--- src/rtl/ula_seq.sv ---
// Sequential ALU: single-cycle add/sub/compare, iterative shift-add multiply and restoring divide.
// Define ULA_SEQ_MULDIV_EN to build the multi-cycle mul/div datapath; otherwise mul/div complete at once with err set.
module ula_seq #(
    parameter int WIDTH = 8
) (
    input  logic             clk,
    input  logic             rst,
    input  logic             in_valid,
    output logic             in_ready,
    input  logic [WIDTH-1:0] a,
    input  logic [WIDTH-1:0] b,
    input  logic [2:0]       op,
    output logic             out_valid,
    input  logic             out_ready,
    output logic [WIDTH-1:0] out,
    output logic             carry,
    output logic             zero,
    output logic             err
);

    localparam logic [2:0] OP_ADD = 3'b000;
    localparam logic [2:0] OP_SUB = 3'b001;
    localparam logic [2:0] OP_DIV = 3'b011;
    localparam logic [2:0] OP_EQ  = 3'b100;
    localparam logic [2:0] OP_GT  = 3'b101;
    localparam logic [2:0] OP_LT  = 3'b110;
    localparam logic [2:0] OP_NE  = 3'b111;

    typedef enum logic [1:0] {
        IDLE = 2'd0,
        CALC = 2'd1,
        DONE = 2'd2
    } state_t;

    state_t           state_q, state_d;
    logic [WIDTH-1:0] out_q, out_d;
    logic             carry_q, carry_d;
    logic             zero_q, zero_d;
    logic             err_q, err_d;

    logic             finish;
    logic [WIDTH-1:0] res;
    logic             res_cy;
    logic             res_err;
    logic [WIDTH:0]   add_sum;

`ifdef ULA_SEQ_MULDIV_EN
    localparam int CW = $clog2(WIDTH + 1);
    localparam logic [CW-1:0] LAST_ITER = CW'(WIDTH - 1);

    logic [CW-1:0]        cnt_q, cnt_d;
    logic [2*WIDTH-1:0]   p_q, p_d, p_next;
    logic [WIDTH-1:0]     opb_q, opb_d;
    logic                 is_div_q, is_div_d;
    logic [WIDTH:0]       mul_sum;
    logic [WIDTH:0]       div_shift;
    logic [WIDTH-1:0]     div_rem;
    logic                 div_ge;

    // p holds {partial product, multiplier} for mul and {remainder, dividend/quotient} for div.
    always_comb begin
        mul_sum   = {1'b0, p_q[2*WIDTH-1:WIDTH]} + (p_q[0] ? {1'b0, opb_q} : '0);
        div_shift = {p_q[2*WIDTH-1:WIDTH], p_q[WIDTH-1]};
        div_ge    = (div_shift >= {1'b0, opb_q});
        div_rem   = div_ge ? WIDTH'(div_shift - {1'b0, opb_q}) : div_shift[WIDTH-1:0];
        if (is_div_q) begin
            p_next = {div_rem, p_q[WIDTH-2:0], div_ge};
        end else begin
            p_next = {mul_sum, p_q[WIDTH-1:1]};
        end
    end
`endif

    always_comb begin
        // NOTE: every variable gets a default before the case so no path leaves one unassigned (no latches).
        state_d = state_q;
        out_d   = out_q;
        carry_d = carry_q;
        zero_d  = zero_q;
        err_d   = err_q;
        finish  = 1'b0;
        res     = '0;
        res_cy  = 1'b0;
        res_err = 1'b0;
        add_sum = {1'b0, a} + {1'b0, b};
`ifdef ULA_SEQ_MULDIV_EN
        cnt_d    = cnt_q;
        p_d      = p_q;
        opb_d    = opb_q;
        is_div_d = is_div_q;
`endif
        unique case (state_q)
            IDLE: begin
                if (in_valid) begin
                    finish = 1'b1;
                    case (op)
                        OP_ADD: begin
                            res    = add_sum[WIDTH-1:0];
                            res_cy = add_sum[WIDTH];
                        end
                        OP_SUB: begin
                            res    = a - b;
                            res_cy = (a < b);
                        end
                        OP_EQ: res = WIDTH'(a == b);
                        OP_GT: res = WIDTH'(a > b);
                        OP_LT: res = WIDTH'(a < b);
                        OP_NE: res = WIDTH'(a != b);
                        default: begin
`ifdef ULA_SEQ_MULDIV_EN
                            if (op == OP_DIV && b == '0) begin
                                res     = '1;
                                res_err = 1'b1;
                            end else begin
                                finish   = 1'b0;
                                state_d  = CALC;
                                cnt_d    = '0;
                                is_div_d = (op == OP_DIV);
                                p_d      = {{WIDTH{1'b0}}, (op == OP_DIV) ? a : b};
                                opb_d    = (op == OP_DIV) ? b : a;
                            end
`else
                            res_err = 1'b1;
`endif
                        end
                    endcase
                end
            end
`ifdef ULA_SEQ_MULDIV_EN
            CALC: begin
                p_d   = p_next;
                cnt_d = cnt_q + 1'b1;
                // The last iteration writes the result directly so CALC lasts exactly WIDTH cycles.
                if (cnt_q == LAST_ITER) begin
                    finish = 1'b1;
                    res    = p_next[WIDTH-1:0];
                    res_cy = !is_div_q && (|p_next[2*WIDTH-1:WIDTH]);
                end
            end
`endif
            DONE: begin
                if (out_ready) begin
                    state_d = IDLE;
                end
            end
            default: state_d = IDLE;
        endcase

        if (finish) begin
            state_d = DONE;
            out_d   = res;
            carry_d = res_cy;
            zero_d  = (res == '0);
            err_d   = res_err;
        end
    end

    // NOTE: state uses non-blocking assignments so every flop samples pre-edge values.
    always_ff @(posedge clk) begin
        if (rst) begin
            state_q <= IDLE;
            out_q   <= '0;
            carry_q <= 1'b0;
            zero_q  <= 1'b0;
            err_q   <= 1'b0;
`ifdef ULA_SEQ_MULDIV_EN
            cnt_q   <= '0;
`endif
        end else begin
            state_q <= state_d;
            out_q   <= out_d;
            carry_q <= carry_d;
            zero_q  <= zero_d;
            err_q   <= err_d;
`ifdef ULA_SEQ_MULDIV_EN
            cnt_q   <= cnt_d;
`endif
        end
    end

`ifdef ULA_SEQ_MULDIV_EN
    // NOTE: the iterative datapath is not reset; it is always loaded on acceptance before being read.
    always_ff @(posedge clk) begin
        p_q      <= p_d;
        opb_q    <= opb_d;
        is_div_q <= is_div_d;
    end
`endif

    assign in_ready  = (state_q == IDLE) && !rst;
    assign out_valid = (state_q == DONE);
    assign out       = out_q;
    assign carry     = carry_q;
    assign zero      = zero_q;
    assign err       = err_q;

endmodule
--- config.mk ---
export PLATFORM = sky130hd
export DESIGN_NAME = ula_seq
export DESIGN_NICKNAME = d
export VERILOG_FILES = /design/src/rtl/ula_seq.sv
export SDC_FILE = /design/constraint.sdc
export NUM_CORES = 1
export LEC_CHECK = 0
export BUFFER_PORTS_ARGS = -buffer_cell sky130_fd_sc_hd__buf_2
export CORE_UTILIZATION = 52
export CTS_CLUSTER_SIZE = 12
export DETAILED_ROUTE_END_ITERATION = 16
export HOLD_SLACK_MARGIN = 0.06
export PLACE_DENSITY_LB_ADDON = 0.25
export SYNTH_ARGS = -nofsm -noshare
export SYNTH_HDL_FRONTEND = slang
export SYNTH_SLANG_ARGS = --single-unit
--- constraint.sdc ---
create_clock -name clk -period 2.5 [get_ports clk]
set_input_delay 0.25 -clock clk [delete_from_list [all_inputs] [get_ports clk]]
set_output_delay 0.25 -clock clk [all_outputs]
set_load 0.03 [all_outputs]
### After elaboration in Yosys (flattened, before gate mapping)

Cells that the tools add are included.

* register bits: 13
* input bits: 23
* output and inout port bits: 13
* logic and storage cells: 45

* add/subtract/negate cells: 2
* magnitude comparators: 2
* equal/unequal tests: 11
* muxes and demuxes: 14
* bitwise gates (word level): 1
* reductions and logical operators: 9

Operator list (count)
* $pmux 8 s6: 1
* $mux 8: 2
* $eq 3x3->1 const B: 4
* $add 8x8->9: 1
* $eq 8x8->1: 1
* $gt 8x8->1: 1
* $logic_not 8->1: 1
* $lt 8x8->1: 1
* $ne 8x8->1: 1
* $sub 8x8->8: 1
* $mux 1: 7
* $reduce_or 6->1: 1
* $mux 2: 2
* $pmux 2 s2: 1
* $reduce_and 2->1: 2
* $eq 3x1->1 const B: 1
* $logic_not 3->1: 1
* $ne 3x1->1 const B: 1
* $eq 2x2->1 const B: 1
* $logic_not 2->1: 1
* $ne 2x1->1 const B: 1
* $ne 2x2->1 const B: 1
* $pmux 1 s2: 1
* $reduce_or 2->1: 1
* 3 further kinds: 3

### Depth between registers and ports, before layout

* depth in word-level cells: 5
* depth in mapped cells: 11
* depth with buffers taken out: 11

### Least setup slack after synthesis

Ideal clock, no wire load.

* kind: input to register
* from: in a[0]
* to: reg zero_q, in the netlist zero
* arrival: 2.078 ns
* setup slack: 0.337 ns
* stages: 9
* buffers on the path: 0
* cells stage by stage: ha_1 fa_1 nand2b_1 a21oi_1 o31a_1 xnor2_1 a2111oi_2 o211ai_1 o31ai_2

* longest elaborated chain between the ends: 5
* elaborated cells on any way between the ends: 10
* classes of those cells: add/sub (2); order compare (2); eq/ne (2); mux (3); reduce/logical (1)

RTL lines
* start: declaration: line 10 `input logic [WIDTH-1:0] a,`
* $sub 8x8->8, or another cell as far along: line 102 `res = a - b;`
* $pmux 8 s6 (*): line 96 `case (op)`
* $mux 8 (*): line 94 `if (in_valid) begin`
* $mux 8 (*): line 92 `unique case (state_q)`
* $logic_not 8->1 (*): line 153 `zero_d = (res == '0);`
* end signal: assignment: line 173 `zero_q <= zero_d;`
* end: declaration: line 38 `logic zero_q, zero_d;`

Every way passes the cells marked *; elsewhere a longest branch is shown, timed or not.
A chain may end at the register's enable or synchronous reset.

### Worst setup path in the final report

Ends and elaborated chain as after synthesis.

==> results list <==
- The run finished with clean final reports.
* Multi-input gate area: 900 um2
- The die covers ~0.0026 mm2.
- Sequential cells account for between 30% and 40% of the total power.
* Share of the core filled with cells: 65.1%
- For this design the total switching power over the nets is approximately 0.22 mW.
- For this design the static power due to leakage is 0.700 nW.
* Grt total ovfl: 0
* Chip Height: 50.8 um
- Final period utilization: 89.5%
- The clock net in this run drives a total of 12 sinks.
- Final period demand of the worst path: roughly 2.2 ns
- Net count of the mapped netlist: about 200
- CTS Root Buffer Type: sky130_fd_sc_hd__clkbuf_4
* Total negative setup slack: 0 ns
- Post-synth design cell area: roughly 0.0012 mm2
- Internal cell power: 0.401 mW
- Total of flip-flops plus latches after synthesis: 12
- Worst min-delay path class: input pin to flop
- Endpoint type of the worst setup path: flop
- Antenna diode instance count: 0
* Post-CTS Hold Fix Bufs: 0
- TritonCTS built the clock tree.
- The library cell used most frequently in the layout, excluding fill and tap cells, is sky130_fd_sc_hd__buf_2.
* Number of warnings reported in the yosys synthesis log: 0
- For the pin with the worst max-slew slack, the measured transition is 0.643 ns.
* Number of ports placed on the die boundary: 36
* Final max-slew violation count: 0
- Combinational power share: between 40% and 50%
- Largest fanout of any net on the critical path: 3
- At the end of the flow, the number of nets in the layout was 234.
- Cells with a size suffix above 1 make up 22.4% of the layout.
* Destination of the worst hold path: state_q[1]
* Number of antenna violations at the first check in global routing: 0
- DR vias/cell: 5.73
- Initial DRC count: 28
* Maximum number of pins on one net before global-route repair: 15
* Final weighted congestion of routability-driven global placement: 0.954
- In the final layout, flip-flops and latches occupy 240 um2.
- Worst flop-to-flop path endpoint: zero
- Net switching is between 30% and 40% of the power.
* Signed area change from the synthesized netlist to the final layout: 17.4%
- After detailed routing, the number of remaining DRC violations is 0.
- Flop2flop setup slack: 0.89 ns
- After clock tree synthesis, the setup repair step added 0 buffers.
* Post-CTS resize count: 0
- Worst rel slew slack: 56.8%
- For this run, the detailed router's first-pass iteration total came to 4.
* Cell variety after synth: 42
- Area of the core: 0.00223 mm2
- For the final database, setup skew stands at 0.00328 ns.
- Mean post-synth cell area: between 7 and 8 um2
- Clock insertion delay at the later pin of the skew report: 0.27 ns
* Via count of the first global-routing pass: 1144
- Highest clock frequency the design can meet: 0.447 GHz
* Post-synthesis instance total: 158
- Number of buffers added on ports: 35
- Clock transition time at the flip-flop clock pins of the worst setup and hold paths: 0.07 ns
- The worst register-to-register path has a depth of 4.
- Setup repair after global routing left no endpoint under its margin.
* Worst endpoint required time: 2.69 ns
- Starting utilization of the core area: between 50% and 60%
- Total number of vias: approximately 1300
- The first global-routing pass estimated approximately 4800 um of wire.
* GRT Resource Usage Total: 23.6%
- The critical path in this run is classified as input pin to flop.
* Total number of H-tree levels: 1
- Most frequent cells in the layout: sky130_fd_sc_hd__buf_2, sky130_fd_sc_hd__nor2_1, sky130_fd_sc_hd__inv_1, sky130_fd_sc_hd__ha_1, sky130_fd_sc_hd__a21oi_1
- Site Rows: 17
- The count of nets left with antenna violations once routing finished came out at 0.
* Total CTS buffers: 3
* Min-delay src: out_ready
- In the final routed layout, each cell accounts on average for between 10 and 15 um.
- Setup violations remaining at the end of the flow were counted as 0.
- IR analysis of the VDD net gives a maximum drop of 0.000302 V.
- Startpoint types: input pin
* P per Cell Area: 430 mW/mm2
* MaxCap Viol Count: 0
* Detailed-route wire length: between 2000 and 3000 um
- Number of cells on the worst hold path: 3
- HPWL after detailed placement: around 2300 um
- The final number of hold-violating endpoints is 0.
- Largest buffer count on any clock path: 2
* Crit path arrival time: 2.43 ns
* Seq/Total Area, Yosys: 19.4%
- The filler cells instantiated in the layout total 213.
* Die extent in x: 50.8 um
- The clock network is responsible for 24.0% of the overall power.
- The startpoint identified for the worst register-to-register timing path is state_q[1].
## flip-flops by register name, summed over array words and instances (netlist names)
signal / cells
carry: 1
err: 1
out: 8
state_q: 1
zero: 1
## logic make-up after synthesis
| family | synth area share, % |
|---|---|
| adder cells (fa/ha/maj) | 19.4 |
| multiplexers | 2.53 |
| AND/OR/NAND/NOR | 18.2 |
| buffers and inverters | 7.98 |
| XOR/XNOR | 5.66 |
| flip-flops | 19.4 |
| AO/OA/AOI/OAI | 26.9 |
## through the flow
stage | setup WS [ns] | instance area, um2 | std cells | hold WS (ns) | power (mW)
after floorplan | 0.337 | 1240 | 158 | 0.319 | 0.409
after global placement | 0.152 | 1420 | 216 | 0.438 | 0.468
after detailed placement | 0.0388 | 1420 | 216 | 0.470 | 0.476
after CTS | 0.307 | 1450 | 220 | 0.240 | 0.626
after global routing | 0.118 | 1450 | 220 | 0.277 | 0.664
final | 0.262 | 1450 | 220 | 0.249 | 0.625
## worst max-delay path by stage
stage	startpoint	slack, ns	to	cells after the start
final	a[0]	0.26	zero	12
after global routing	a[0]	0.12	zero	12
after CTS	a[0]	0.31	zero	12
after detailed placement	a[0]	0.04	zero	12
after global placement	a[0]	0.15	zero	12
after floorplan	a[0]	0.34	zero	9
## routing by layer
metal | share of wire (%) | routed length, um | GRT usage [%] | up-vias
li1 | - | - | - | 632
met1 | 44 | 1260 | 29.1 | 565
met2 | 49 | 1390 | 41.6 | 56
met3 | 5.2 | 149 | 2.42 | 8
met4 | 1.7 | 49 | 9.26 | 0
met5 | 0 | 0 | 0 | -
## cells in the mapped netlist, drive strengths merged
master / instances / share of area [%]
ha: 16 / 16
nor2: 18 / 5.5
a21oi: 14 / 5.7
buf: 3 / 2.1
a31oi: 1 / 0.51
o21bai: 1 / 0.61
nand3b: 2 / 1.2
clkbuf: 3 / 1.0
xnor2: 7 / 4.9
fa: 2 / 3.2
o21a: 4 / 2.4
mux2i: 2 / 1.6
nor3: 5 / 2.0
nand2: 7 / 2.1
inv: 16 / 4.8
a21o: 1 / 0.61
mux2: 1 / 0.91
nand3: 2 / 0.81
o311a: 1 / 0.81
nor4: 2 / 1.0
o31ai: 1 / 1.0
a211oi: 1 / 0.61
or3: 1 / 0.51
o21ai: 8 / 3.2
a221oi: 4 / 2.8
a2bb2oi: 2 / 1.4
and3: 1 / 0.51
o31a: 1 / 0.71
dfxtp: 12 / 19
nand4: 1 / 0.51
a211o: 1 / 0.71
nand2b: 5 / 2.5
xor2: 1 / 0.71
a2111oi: 1 / 1.2
o32a: 1 / 0.81
a311oi: 1 / 0.71
nor2b: 3 / 1.5
o211ai: 1 / 0.61
a22oi: 4 / 2.4
## final cells by class
class,instances,share of cell area [%]
Tap cell,28,2.41
Clock buffer,4,2.50
Sequential cell,12,16.5
Multi-Input combinational cell,124,61.9
Timing Repair Buffer,36,12.6
Inverter,16,4.13
## power groups by stage
| stage | clock network, mW | registers (mW) | logic, mW |
|---|---|---|---|
| after floorplan | 0 | 0.231 | 0.178 |
| after global placement | 0 | 0.211 | 0.258 |
| after detailed placement | 0 | 0.211 | 0.265 |
| after CTS | 0.153 | 0.207 | 0.266 |
| after global routing | 0.160 | 0.208 | 0.297 |
| final | 0.150 | 0.207 | 0.268 |
## critical path, cell delays in order
cell                        delay, ns
sky130_fd_sc_hd__buf_2           0.11
sky130_fd_sc_hd__inv_1           0.06
sky130_fd_sc_hd__ha_1            0.16
sky130_fd_sc_hd__inv_1           0.05
sky130_fd_sc_hd__fa_1            0.42
sky130_fd_sc_hd__and3_1          0.20
sky130_fd_sc_hd__o21ai_1         0.12
sky130_fd_sc_hd__o31a_1          0.16
sky130_fd_sc_hd__xnor2_1         0.10
sky130_fd_sc_hd__a2111oi_2       0.41
sky130_fd_sc_hd__o211ai_1        0.16
sky130_fd_sc_hd__o31ai_2         0.23
No activity file was read; power rests on OpenSTA's default activity.
